### config.mk
export PLATFORM = sky130hd
export DESIGN_NAME = decode_out_capture
export DESIGN_NICKNAME = d
export VERILOG_FILES = /design/src/rtl/decode_out_capture_pkg.sv /design/src/rtl/decode_cap_fifo.sv /design/src/rtl/decode_out_capture.sv
export SDC_FILE = /design/constraint.sdc
export NUM_CORES = 1
export LEC_CHECK = 0
export ABC_CLOCK_PERIOD_IN_PS = 7500
export BUFFER_PORTS_ARGS = -buffer_cell sky130_fd_sc_hd__buf_2
export CAP_MARGIN = 20
export CORE_ASPECT_RATIO = 2
export CORE_UTILIZATION = 29
export DETAILED_ROUTE_END_ITERATION = 12
export GPL_TIMING_DRIVEN = 0
export HOLD_SLACK_MARGIN = 0.06
export PLACE_DENSITY_LB_ADDON = 0.08
export SLEW_MARGIN = 20
export SYNTH_ARGS = -nofsm -noshare
export SYNTH_HDL_FRONTEND = slang
export SYNTH_SLANG_ARGS = --single-unit
export TNS_END_PERCENT = 100
### constraint.sdc
create_clock -name clock_s -period 7.5 [get_ports clock_s]
set_clock_uncertainty 0.05 [all_clocks]
set_input_delay 1.5 -clock clock_s [delete_from_list [all_inputs] [get_ports clock_s]]
set_output_delay 1.5 -clock clock_s [all_outputs]
set_load 0.05 [all_outputs]
### src/rtl/decode_out_capture_pkg.sv
// Shared definitions for the LC3 decode-output capture buffer.
// Optional feature macro: DECODE_CAP_TSTAMP_EN (appends a timestamp at the record MSBs).
package decode_out_capture_pkg;

  // Default field widths of the decode output bundle
  localparam int unsigned E_W_DEF   = 6;
  localparam int unsigned M_W_DEF   = 1;
  localparam int unsigned W_W_DEF   = 2;
  localparam int unsigned IW_DEF    = 16;
  localparam int unsigned AW_DEF    = 16;
  localparam int unsigned DEPTH_DEF = 8;
  localparam int unsigned CNT_W_DEF = 16;
  localparam int unsigned TS_W_DEF  = 32;

`ifdef DECODE_CAP_TSTAMP_EN
  localparam int unsigned TS_BITS_DEF = TS_W_DEF;
`else
  localparam int unsigned TS_BITS_DEF = 0;
`endif

  localparam int unsigned REC_W_DEF =
    AW_DEF + IW_DEF + W_W_DEF + M_W_DEF + E_W_DEF + TS_BITS_DEF;

  // Record layout at default widths; first member sits at the MSBs
  typedef struct packed {
`ifdef DECODE_CAP_TSTAMP_EN
    logic [TS_W_DEF-1:0] ts;
`endif
    logic [AW_DEF-1:0]   npc;
    logic [IW_DEF-1:0]   ir;
    logic [W_W_DEF-1:0]  w;
    logic [M_W_DEF-1:0]  m;
    logic [E_W_DEF-1:0]  e;
  } dec_rec_t;

  // Flatten a record into the bus word carried on rec_data_o
  function automatic logic [REC_W_DEF-1:0] pack_rec(input dec_rec_t r);
    return REC_W_DEF'(r);
  endfunction

  // Split a rec_data_o word back into its fields
  function automatic dec_rec_t unpack_rec(input logic [REC_W_DEF-1:0] v);
    return dec_rec_t'(v);
  endfunction

endpackage

### src/rtl/decode_cap_fifo.sv
// Generic synchronous FIFO with occupancy output; full/empty derive from level.
module decode_cap_fifo #(
  parameter int unsigned WIDTH = 8,
  parameter int unsigned DEPTH = 8,
  localparam int unsigned PTR_W = $clog2(DEPTH),
  localparam int unsigned LVL_W = PTR_W + 1
) (
  input  logic             clk,
  input  logic             rst,
  input  logic             i_clear,
  input  logic             i_push,
  input  logic             i_pop,
  input  logic [WIDTH-1:0] i_wdata,
  output logic [WIDTH-1:0] o_rdata_c,
  output logic             o_empty_c,
  output logic             o_full_c,
  output logic [LVL_W-1:0] o_level
);

  // Elaboration-time sanity check on depth
  if (DEPTH < 2 || (DEPTH & (DEPTH - 1)) != 0) begin : g_bad_depth
    $error("decode_cap_fifo: DEPTH must be a power of two and at least 2");
  end

  logic [WIDTH-1:0] r_mem [DEPTH];
  logic [PTR_W-1:0] r_wr_ptr;
  logic [PTR_W-1:0] r_rd_ptr;
  logic [LVL_W-1:0] r_level;
  logic             w_push;
  logic             w_pop;

  assign o_empty_c = (r_level == '0);
  assign o_full_c  = (r_level == LVL_W'(DEPTH));
  assign o_level   = r_level;

  // Clear wins over both ports; a push into a full FIFO needs a same-cycle pop
  assign w_pop  = i_pop & ~o_empty_c & ~i_clear;
  assign w_push = i_push & (~o_full_c | w_pop) & ~i_clear;

  // Head is forced to zero while empty so stale entries never leak out
  assign o_rdata_c = o_empty_c ? '0 : r_mem[r_rd_ptr];

  // Storage array, no reset needed since level gates visibility
  always_ff @(posedge clk) begin
    if (w_push) begin
      r_mem[r_wr_ptr] <= i_wdata;
    end
  end

  // Pointers and occupancy
  always_ff @(posedge clk or posedge rst) begin
    if (rst) begin
      r_wr_ptr <= '0;
      r_rd_ptr <= '0;
      r_level  <= '0;
    end else if (i_clear) begin
      r_wr_ptr <= '0;
      r_rd_ptr <= '0;
      r_level  <= '0;
    end else begin
      if (w_push) begin
        r_wr_ptr <= r_wr_ptr + PTR_W'(1);
      end
      if (w_pop) begin
        r_rd_ptr <= r_rd_ptr + PTR_W'(1);
      end
      case ({w_push, w_pop})
        2'b10:   r_level <= r_level + LVL_W'(1);
        2'b01:   r_level <= r_level - LVL_W'(1);
        default: r_level <= r_level;
      endcase
    end
  end

endmodule

### src/rtl/decode_out_capture.sv
// Capture buffer for LC3 decode-stage outputs: qualifies captures with en_de_s,
// packs e/m/w/IR/NPC into a record, queues it and drains it over valid/ready,
// counting samples lost while the buffer is full.
// Optional feature macro: DECODE_CAP_TSTAMP_EN (free-running timestamp at record MSBs).
module decode_out_capture
  import decode_out_capture_pkg::*;
#(
  parameter int unsigned E_W   = E_W_DEF,
  parameter int unsigned M_W   = M_W_DEF,
  parameter int unsigned W_W   = W_W_DEF,
  parameter int unsigned IW    = IW_DEF,
  parameter int unsigned AW    = AW_DEF,
  parameter int unsigned DEPTH = DEPTH_DEF,
  parameter int unsigned CNT_W = CNT_W_DEF,
  parameter int unsigned TS_W  = TS_W_DEF,
`ifdef DECODE_CAP_TSTAMP_EN
  localparam int unsigned TS_BITS = TS_W,
`else
  localparam int unsigned TS_BITS = 0,
`endif
  localparam int unsigned REC_W = AW + IW + W_W + M_W + E_W + TS_BITS,
  localparam int unsigned LVL_W = $clog2(DEPTH) + 1
) (
  input  logic             clock_s,
  input  logic             reset_s,
  input  logic             en_de_s,
  input  logic [E_W-1:0]   e_cntrl_s,
  input  logic [M_W-1:0]   m_cntrl_s,
  input  logic [W_W-1:0]   w_cntrl_s,
  input  logic [IW-1:0]    Instr_Reg_s,
  input  logic [AW-1:0]    npc_out_s,
  input  logic             clear_i,
  output logic             rec_valid_o,
  input  logic             rec_ready_i,
  output logic [REC_W-1:0] rec_data_o,
  output logic [LVL_W-1:0] level_o,
  output logic             overflow_o,
  output logic [CNT_W-1:0] drop_cnt_o
);

  // Elaboration-time sanity check on counter widths
  if (TS_W == 0 || CNT_W == 0) begin : g_bad_width
    $error("decode_out_capture: TS_W and CNT_W must be nonzero");
  end

  logic             w_full;
  logic             w_empty;
  logic             w_push;
  logic             w_pop;
  logic             w_drop;
  logic [REC_W-1:0] w_rec;
  logic             r_overflow;
  logic [CNT_W-1:0] r_drop_cnt;

`ifdef DECODE_CAP_TSTAMP_EN
  logic [TS_W-1:0]  r_ts;

  // Free-running timestamp; wraps, untouched by clear_i
  always_ff @(posedge clock_s or posedge reset_s) begin
    if (reset_s) begin
      r_ts <= '0;
    end else begin
      r_ts <= r_ts + TS_W'(1);
    end
  end

  // Record packing, LSB first: e, m, w, IR, NPC, timestamp
  assign w_rec = {r_ts, npc_out_s, Instr_Reg_s, w_cntrl_s, m_cntrl_s, e_cntrl_s};
`else
  // Record packing, LSB first: e, m, w, IR, NPC
  assign w_rec = {npc_out_s, Instr_Reg_s, w_cntrl_s, m_cntrl_s, e_cntrl_s};
`endif

  // Capture qualification; a full buffer still accepts when the head leaves this cycle
  assign rec_valid_o = ~w_empty;
  assign w_pop       = rec_valid_o & rec_ready_i;
  assign w_push      = en_de_s & (~w_full | w_pop);
  assign w_drop      = en_de_s & w_full & ~w_pop & ~clear_i;

  decode_cap_fifo #(
    .WIDTH (REC_W),
    .DEPTH (DEPTH)
  ) u_fifo (
    .clk       (clock_s),
    .rst       (reset_s),
    .i_clear   (clear_i),
    .i_push    (w_push),
    .i_pop     (w_pop),
    .i_wdata   (w_rec),
    .o_rdata_c (rec_data_o),
    .o_empty_c (w_empty),
    .o_full_c  (w_full),
    .o_level   (level_o)
  );

  // Sticky overflow flag and saturating drop counter
  always_ff @(posedge clock_s or posedge reset_s) begin
    if (reset_s) begin
      r_overflow <= 1'b0;
      r_drop_cnt <= '0;
    end else if (clear_i) begin
      r_overflow <= 1'b0;
      r_drop_cnt <= '0;
    end else if (w_drop) begin
      r_overflow <= 1'b1;
      if (r_drop_cnt != '1) begin
        r_drop_cnt <= r_drop_cnt + CNT_W'(1);
      end
    end
  end

  assign overflow_o = r_overflow;
  assign drop_cnt_o = r_drop_cnt;

endmodule

# Yosys cells after proc, flatten, opt, wreduce, memory -nomap -nowiden
# Memory sizes are Yosys's and may differ from the RTL's.
# Index checks and enable logic that the tools add are counted.
[totals]
mem_count = 1
reg_bits = 27
wordCells = 51
mem_bits_rw = 328
[mem_list]
columns = ["name", "depth", "word_bits", "rd", "rd_clocked_by_memory_dff", "wr", "line_no", "text"]
rows = [
  ["u_fifo.r_mem", 8, 41, 1, 0, 1, "decode_cap_fifo.sv:25", "logic [WIDTH-1:0] r_mem [DEPTH];"],
]
[classes]
n_eq_ne = 4
n_reduce_logical = 7
bitwise = 15
n_addsub = 5
n_mux = 14
[ops]
columns = ["op", "n"]
rows = [
  ["$mux W16", 3],
  ["$mux W41", 1],
  ["$add A16 B1 Y16 const B", 1],
  ["$ne A16 B16 Y1 const B", 1],
  ["$mux W3", 4],
  ["$and A1 B1 Y1", 9],
  ["$pmux W4 S2", 1],
  ["$reduce_bool A2 Y1", 4],
  ["$add A3 B1 Y3 const B", 2],
  ["$add A4 B1 Y4 const B", 1],
  ["$eq A4 B4 Y1 const B", 1],
  ["$logic_not A4 Y1", 1],
  ["$mux W1", 4],
  ["$mux W4", 1],
  ["$not A1 Y1", 4],
  ["$sub A4 B1 Y4 const B", 1],
  ["$reduce_bool A3 Y1", 1],
  ["$eq A2 B1 Y1 const B", 1],
  ["$eq A2 B2 Y1 const B", 1],
  ["$or A1 B1 Y1", 2],
  ["$reduce_and A2 Y1", 1],
]

# Logic depth before layout (Yosys ltp)
[depth]
depth_word = 11
ltp_mapped = 10

# Hierarchy
# From an unflattened synthesis, not the netlist that was laid out.
[hier_totals]
cells_unflattened = 706
area_unflattened_um2 = 14053.5
[modules_own_cells]
columns = ["mod", "area_per_inst_um2", "seq_area_each_um2", "cells_per_inst", "instances"]
rows = [
  ["decode_cap_fifo", 13060.0, 10099.7, 597, 1],
  ["decode_out_capture", 993.5, 425.4, 109, 1],
]

# Least setup slack after synthesis
# Ideal clock, no wire load.
[synth_path]
kind = "input to register"
startpoint = "input rec_ready_i"
endpoint = "memory u_fifo.r_mem[0][0] (netlist name) (enable)"
n_path_buf = 1
path_slack_ps = 1895
arrival_ps = 5065
required_ps = 6960
cell_stages = 5
setup_time_ps = 490
path_cell_list = "clkbuf_1 -> inv_1 -> a311oi_1 -> nand2b_1 -> nor3_1"
[synth_between]
elab_chain_cells = 8
[synth_lines]
columns = ["item", "line_no", "text"]
rows = [
  ["start: declaration", "decode_out_capture.sv:34", "input logic rec_ready_i,"],
  ["$and A1 B1 Y1 *", "decode_out_capture.sv:76", "assign w_pop = rec_valid_o & rec_ready_i;"],
  ["$and A1 B1 Y1 (2 in series)", "decode_cap_fifo.sv:37", "assign w_pop = i_pop & ~o_empty_c & ~i_clear;"],
  ["$or A1 B1 Y1", "decode_cap_fifo.sv:38", "assign w_push = i_push & (~o_full_c | w_pop) & ~i_clear;"],
  ["$and A1 B1 Y1 * (2 in series)", "decode_cap_fifo.sv:38", ""],
  ["$mux W1 *", "decode_cap_fifo.sv:45", "if (w_push) begin"],
  ["$mux W1 (implied by the code) *", "decode_cap_fifo.sv:46", "r_mem[r_wr_ptr] <= i_wdata;"],
  ["end: declaration", "decode_cap_fifo.sv:25", ""],
]
# Every way passes the cells marked *; elsewhere a longest branch is shown, timed or not.

# Final worst setup path
[layout_path]
startpoint = "register u_fifo.r_rd_ptr[1]"
endpoint = "output rec_data_o[22]"
[layout_between]
elab_chain_cells = 2
[layout_lines]
columns = ["item", "line_no", "text"]
rows = [
  ["start: declaration", "decode_cap_fifo.sv:27", "logic [PTR_W-1:0] r_rd_ptr;"],
  ["start signal: assignment", "decode_cap_fifo.sv:65", "r_rd_ptr <= r_rd_ptr + PTR_W'(1);"],
  ["$mem_v2 Z8 W41", "--", ""],
  ["$mux W41", "decode_cap_fifo.sv:41", "assign o_rdata_c = o_empty_c ? '0 : r_mem[r_rd_ptr];"],
  ["end: declaration", "decode_out_capture.sv:35", "output logic [REC_W-1:0] rec_data_o,"],
]
# Every way passes these cells.

==> results.md <==
- The number of remaining DRC errors is 0.
- In the synthesized netlist the dominant register cell turns out to be sky130_fd_sc_hd__edfxtp_1.
- The clock tree synthesis step divided the H-tree into 2 levels.
- The worst pin sits at a relative slew slack of 30.0%.
- In this run the core area contains 114 standard-cell rows.
- The layout overhead on the synthesized area is 21.1%.
- The net count reported at finish is 935.
- The compound-cell area share of the yosys netlist is 1.75%.
- Routability-driven placement finished with a final weighted congestion of 0.745.
- By instance count, the leading cell after synthesis is sky130_fd_sc_hd__edfxtp_1.
- The cell occurring most often along the worst timing path is sky130_fd_sc_hd__clkbuf_1.
- The initial utilization of the core area, before any placement, comes to 29.3%.
- The detailed placement HPWL is 23.7 mm.
- The first global-routing pass estimated 53.7 mm of wire.
- The clock tree buffer depth is 3.
- The signal on the critical path passes through clkbuf_1, clkbuf_1, mux4_2, mux2i_1, nor2_1, buf_2.
- The largest single stage delay on the critical path is 720 ps.
- The cell sitting at the root of the clock tree is a sky130_fd_sc_hd__clkbuf_16.
- For this run, the number of Yosys warnings is 0.
- After routing the design area is 17,100 um^2.
- In the routed layout, each cell is associated on average with a via count of 4.79.
- STA puts the critical path data required time at 5950 ps.
- The cell area power density is 333 nW/um^2.
- Entering global routing, the biggest net connects 28 pins.
- Setup repair after global routing left no endpoint under its margin.
- The clock reaches the later pin of the worst-skew pair after 530 ps.
- The max-slew violation total from the final report is 0.
- Along the worst path, the maximum fanout reaches 10.
- The number of buffer and inverter stages on the critical path is 3.
- The area share of the largest cell type after synthesis is 69.6%.
- The type of the worst setup path is flop to output pin.
- For this run, the top clock speed supported by timing is 211 MHz.
- Counting every net in the synthesized netlist gives 763.
- The final critical path time including I/O delays and setup is 4730 ps.
- The full die area is 49,700 um^2.
- CTS saw 355 sinks.
- The synthesized netlist contains 55 unique library cells.
- Setup violations remaining at the end of the flow were counted as 0.
- The count of buffers added by post-CTS timing repair for setup is 0.
- The global routing usage on met3 is 2.53%.
- The post-route netlist has 32.9% of its cells at a drive strength greater than 1.
- The via count of the first global-routing pass is 8,203.
- The post-CTS clock slew at the launch and capture registers of the worst setup and hold paths is 60 ps.
- The largest family of logic cells by synthesized area is multiplexers.
- The fraction of the yosys area taken by sequential cells is 74.4%.
- The fraction of the mapped netlist area in adder cells is 0.442%.
- The transition time at the pin with the least slew margin is 1050 ps.
- Ranked by total cell area, the synthesized netlist is headed by sky130_fd_sc_hd__edfxtp_1 (70%), sky130_fd_sc_hd__mux4_2 (13%), sky130_fd_sc_hd__dfrtp_1 (4.8%), sky130_fd_sc_hd__mux2i_1 (3.0%), sky130_fd_sc_hd__nor2_1 (1.6%).
- STA classifies the critical path startpoint as a flop.
- The count of final hold-check violations is 0.
- The basic-gate share of the synthesized area counting and, or, nand and nor cells is 4.96%.
- The total placed instance area is 16,000 um^2.
- Among cell families on the critical path, the largest total delay comes from buffers and inverters.
- The synthesized cell area is 14,100 um^2.
- For this design, the slowest cell found on the critical path is sky130_fd_sc_hd__clkbuf_1.
- The count of flip-flops with a built-in enable after synthesis is 328.
- Global routing consumed, on the met1 layer, 17.9% of the routing resources.
- For this design the static power due to leakage is 5.59 nW.
- The mean instance size in the synthesized netlist is 19.9 um^2.
- The routed wire length is 36.2 mm.
- The register bit total from synthesis is 355.
- The parity-gate share of the synthesized area counting xor and xnor cells is 0.310%.
- The number of gates resized after CTS was 0.
- The number of antenna violations at the first check in global routing is 4.
- The share of synthesized area spent on multiplexers is 16.8%.
- The number of iterations in the first detailed-routing pass is 4.
- The peak supply drop is 0.199 mV.
- The count of hold-fix buffers inserted at cts is 0.
- Of the available clock period, the critical path in the final layout requires 63.1%.
- The combined global-route utilization of all metal layers is 15.2%.
- The global routing met2 resource utilization is 27.8%.
- The core region is 48,200 um^2.
- In this run, the number of DRC markers left after iteration 0 of detailed routing was 388.
- The flow ran to the end, and the final reports show no timing, DRC or antenna violations.
- The type of the most critical hold path is flop to flop.
- The vertical die dimension is 314 um.
- The worst setup path is captured at an output pin.
- The overflow left after global routing is 0.
- During placement, the flow inserted port buffers numbering 105.
- The number of buffers created by CTS is 35.
- The die is 158 um wide.
- The number of nets still failing antenna checks after routing is 0.
- The busiest layer in global routing is met2.
- The post-route setup TNS is 0 ps.
- TritonCTS built the clock tree.
- The detailed router placed 7,395 vias in this run.
- Max-cap violations in this run came to 0.
- By count the netlist is led by sky130_fd_sc_hd__edfxtp_1 (328), sky130_fd_sc_hd__mux4_2 (82), sky130_fd_sc_hd__nor2_1 (62).
- The gate count of the mapped netlist is 712.
- Summed over all instances, the cell type with the most area after synthesis is sky130_fd_sc_hd__edfxtp_1.
- The total power consumption of the routed design is 5.70 mW.
- After synthesis, the share of flip-flops with an asynchronous set or reset is 7.61%.
- Data arrives at the worst endpoint at 3180 ps.
- The number of antenna diodes in the final layout is 0.
- The number of top-level pins is 109.
- The layout has 4,657 filler cells.
- After detailed routing, the average wire length per cell comes to 23.4 um.
## layout make-up
| class | instances | area (um^2) | share of cell area [%] |
|---|---|---|---|
| Buffer | 37 | 159 | 0.928 |
| Clock buffer | 42 | 923 | 5.39 |
| Clock inverter | 17 | 201 | 1.18 |
| Inverter | 9 | 36.3 | 0.212 |
| Multi-Input combinational cell | 311 | 3480 | 20.3 |
| Sequential cell | 355 | 10500 | 61.4 |
| Tap cell | 638 | 798 | 4.66 |
| Timing Repair Buffer | 135 | 1000 | 5.86 |
## worst register-to-register path: stages, from the launching register on
cell and delay, ps:
sky130_fd_sc_hd__dfrtp_1 530, sky130_fd_sc_hd__nor3_4 130, sky130_fd_sc_hd__a311oi_1 420, sky130_fd_sc_hd__nand2_1 300, sky130_fd_sc_hd__nor3_2 620, sky130_fd_sc_hd__buf_4 280, sky130_fd_sc_hd__buf_6 160, sky130_fd_sc_hd__buf_4 220
## cells in the final DEF, fill, tap and decap left out, types with 5 or more instances in the layout
| cell | count |
|---|---|
| sky130_fd_sc_hd__edfxtp_1 | 328 |
| sky130_fd_sc_hd__buf_2 | 114 |
| sky130_fd_sc_hd__mux4_2 | 82 |
| sky130_fd_sc_hd__nor2_1 | 56 |
| sky130_fd_sc_hd__mux2i_1 | 43 |
| sky130_fd_sc_hd__clkbuf_16 | 36 |
| sky130_fd_sc_hd__dfrtp_1 | 27 |
| sky130_fd_sc_hd__clkbuf_1 | 24 |
| sky130_fd_sc_hd__a21oi_1 | 12 |
| sky130_fd_sc_hd__buf_4 | 12 |
| sky130_fd_sc_hd__buf_12 | 10 |
| sky130_fd_sc_hd__nand3_1 | 8 |
| sky130_fd_sc_hd__buf_1 | 8 |
| sky130_fd_sc_hd__inv_1 | 7 |
| sky130_fd_sc_hd__nor2b_1 | 7 |
| sky130_fd_sc_hd__nand2_1 | 7 |
| sky130_fd_sc_hd__nor3_1 | 6 |
| sky130_fd_sc_hd__o31ai_1 | 6 |
| sky130_fd_sc_hd__or4_1 | 6 |
| sky130_fd_sc_hd__nor2_4 | 6 |
| sky130_fd_sc_hd__buf_16 | 6 |
| sky130_fd_sc_hd__nand4_1 | 5 |
| sky130_fd_sc_hd__nand2b_1 | 5 |
| sky130_fd_sc_hd__xor2_1 | 5 |
| sky130_fd_sc_hd__ha_1 | 5 |
| sky130_fd_sc_hd__clkinv_1 | 5 |
## path summary, 6_finish.rpt
kind                                                start                            end  slack (ps)  cells past startpoint
max                        u_fifo.r_rd_ptr[1]$_DFFE_PP0P_                 rec_data_o[22]        2770                      6
min                                overflow_o$_DFFE_PP0P_         overflow_o$_DFFE_PP0P_         470                      2
max reg2reg                 u_fifo.o_level[0]$_DFFE_PP0P_  u_fifo.r_mem[1][39]$_DFFE_PP_        4480                      7
min reg2reg                        overflow_o$_DFFE_PP0P_         overflow_o$_DFFE_PP0P_         470                      2
max in group asynchronous                         reset_s     drop_cnt_o[11]$_DFFE_PP0P_        5940                      2
min in group asynchronous                         reset_s  u_fifo.o_level[1]$_DFFE_PP0P_        1010                      2
## registers in the layout, indices dropped and copies added, names as in the netlist
signal,cells
u_fifo.o_level,4
u_fifo.r_mem,328
overflow_o,1
u_fifo.r_wr_ptr,3
drop_cnt_o,16
u_fifo.r_rd_ptr,3
## cell families (layout without fill, tap and decap cells)
kind of cell	count (synthesis)	after routing
DFF	355	355
muxes	132	132
and+or+nand+nor	131	131
buffers and inverters	46	240
AOI/OAI and AO/OA	38	38
adders and majority gates	5	5
xor gates and xnor gates	5	5
## per-stage QoR
step           hold WS, ps  util [%]  cells  worst slack [ps]
6_report               466      35.5   1544              2770
5_1_grt                498      35.5   1544              2550
4_1_cts                473      35.5   1544              2630
3_5_place_dp           455      33.2   1485              3180
3_3_place_gp           426      32.1   1455             -2310
2_1_floorplan          494         -    712              1890
## per-layer routing
layer,routed length [um],part of all wire (%),vias up
met2,19500,54,171
met1,14500,40,3931
met5,24,0.066,-
met3,1380,3.8,48
li1,-,-,3241
met4,791,2.2,4
## power by group
group | internal [mW] | total (mW) | leakage, nW | switching [mW]
Sequential | 2.20 | 2.23 | 3.34 | 0.0257
Clock | 1.02 | 1.76 | 0.550 | 0.745
Combinational | 0.542 | 1.71 | 1.71 | 1.17
Total | 3.77 | 5.70 | 5.59 | 1.94
No activity file was read; power rests on OpenSTA's default activity.
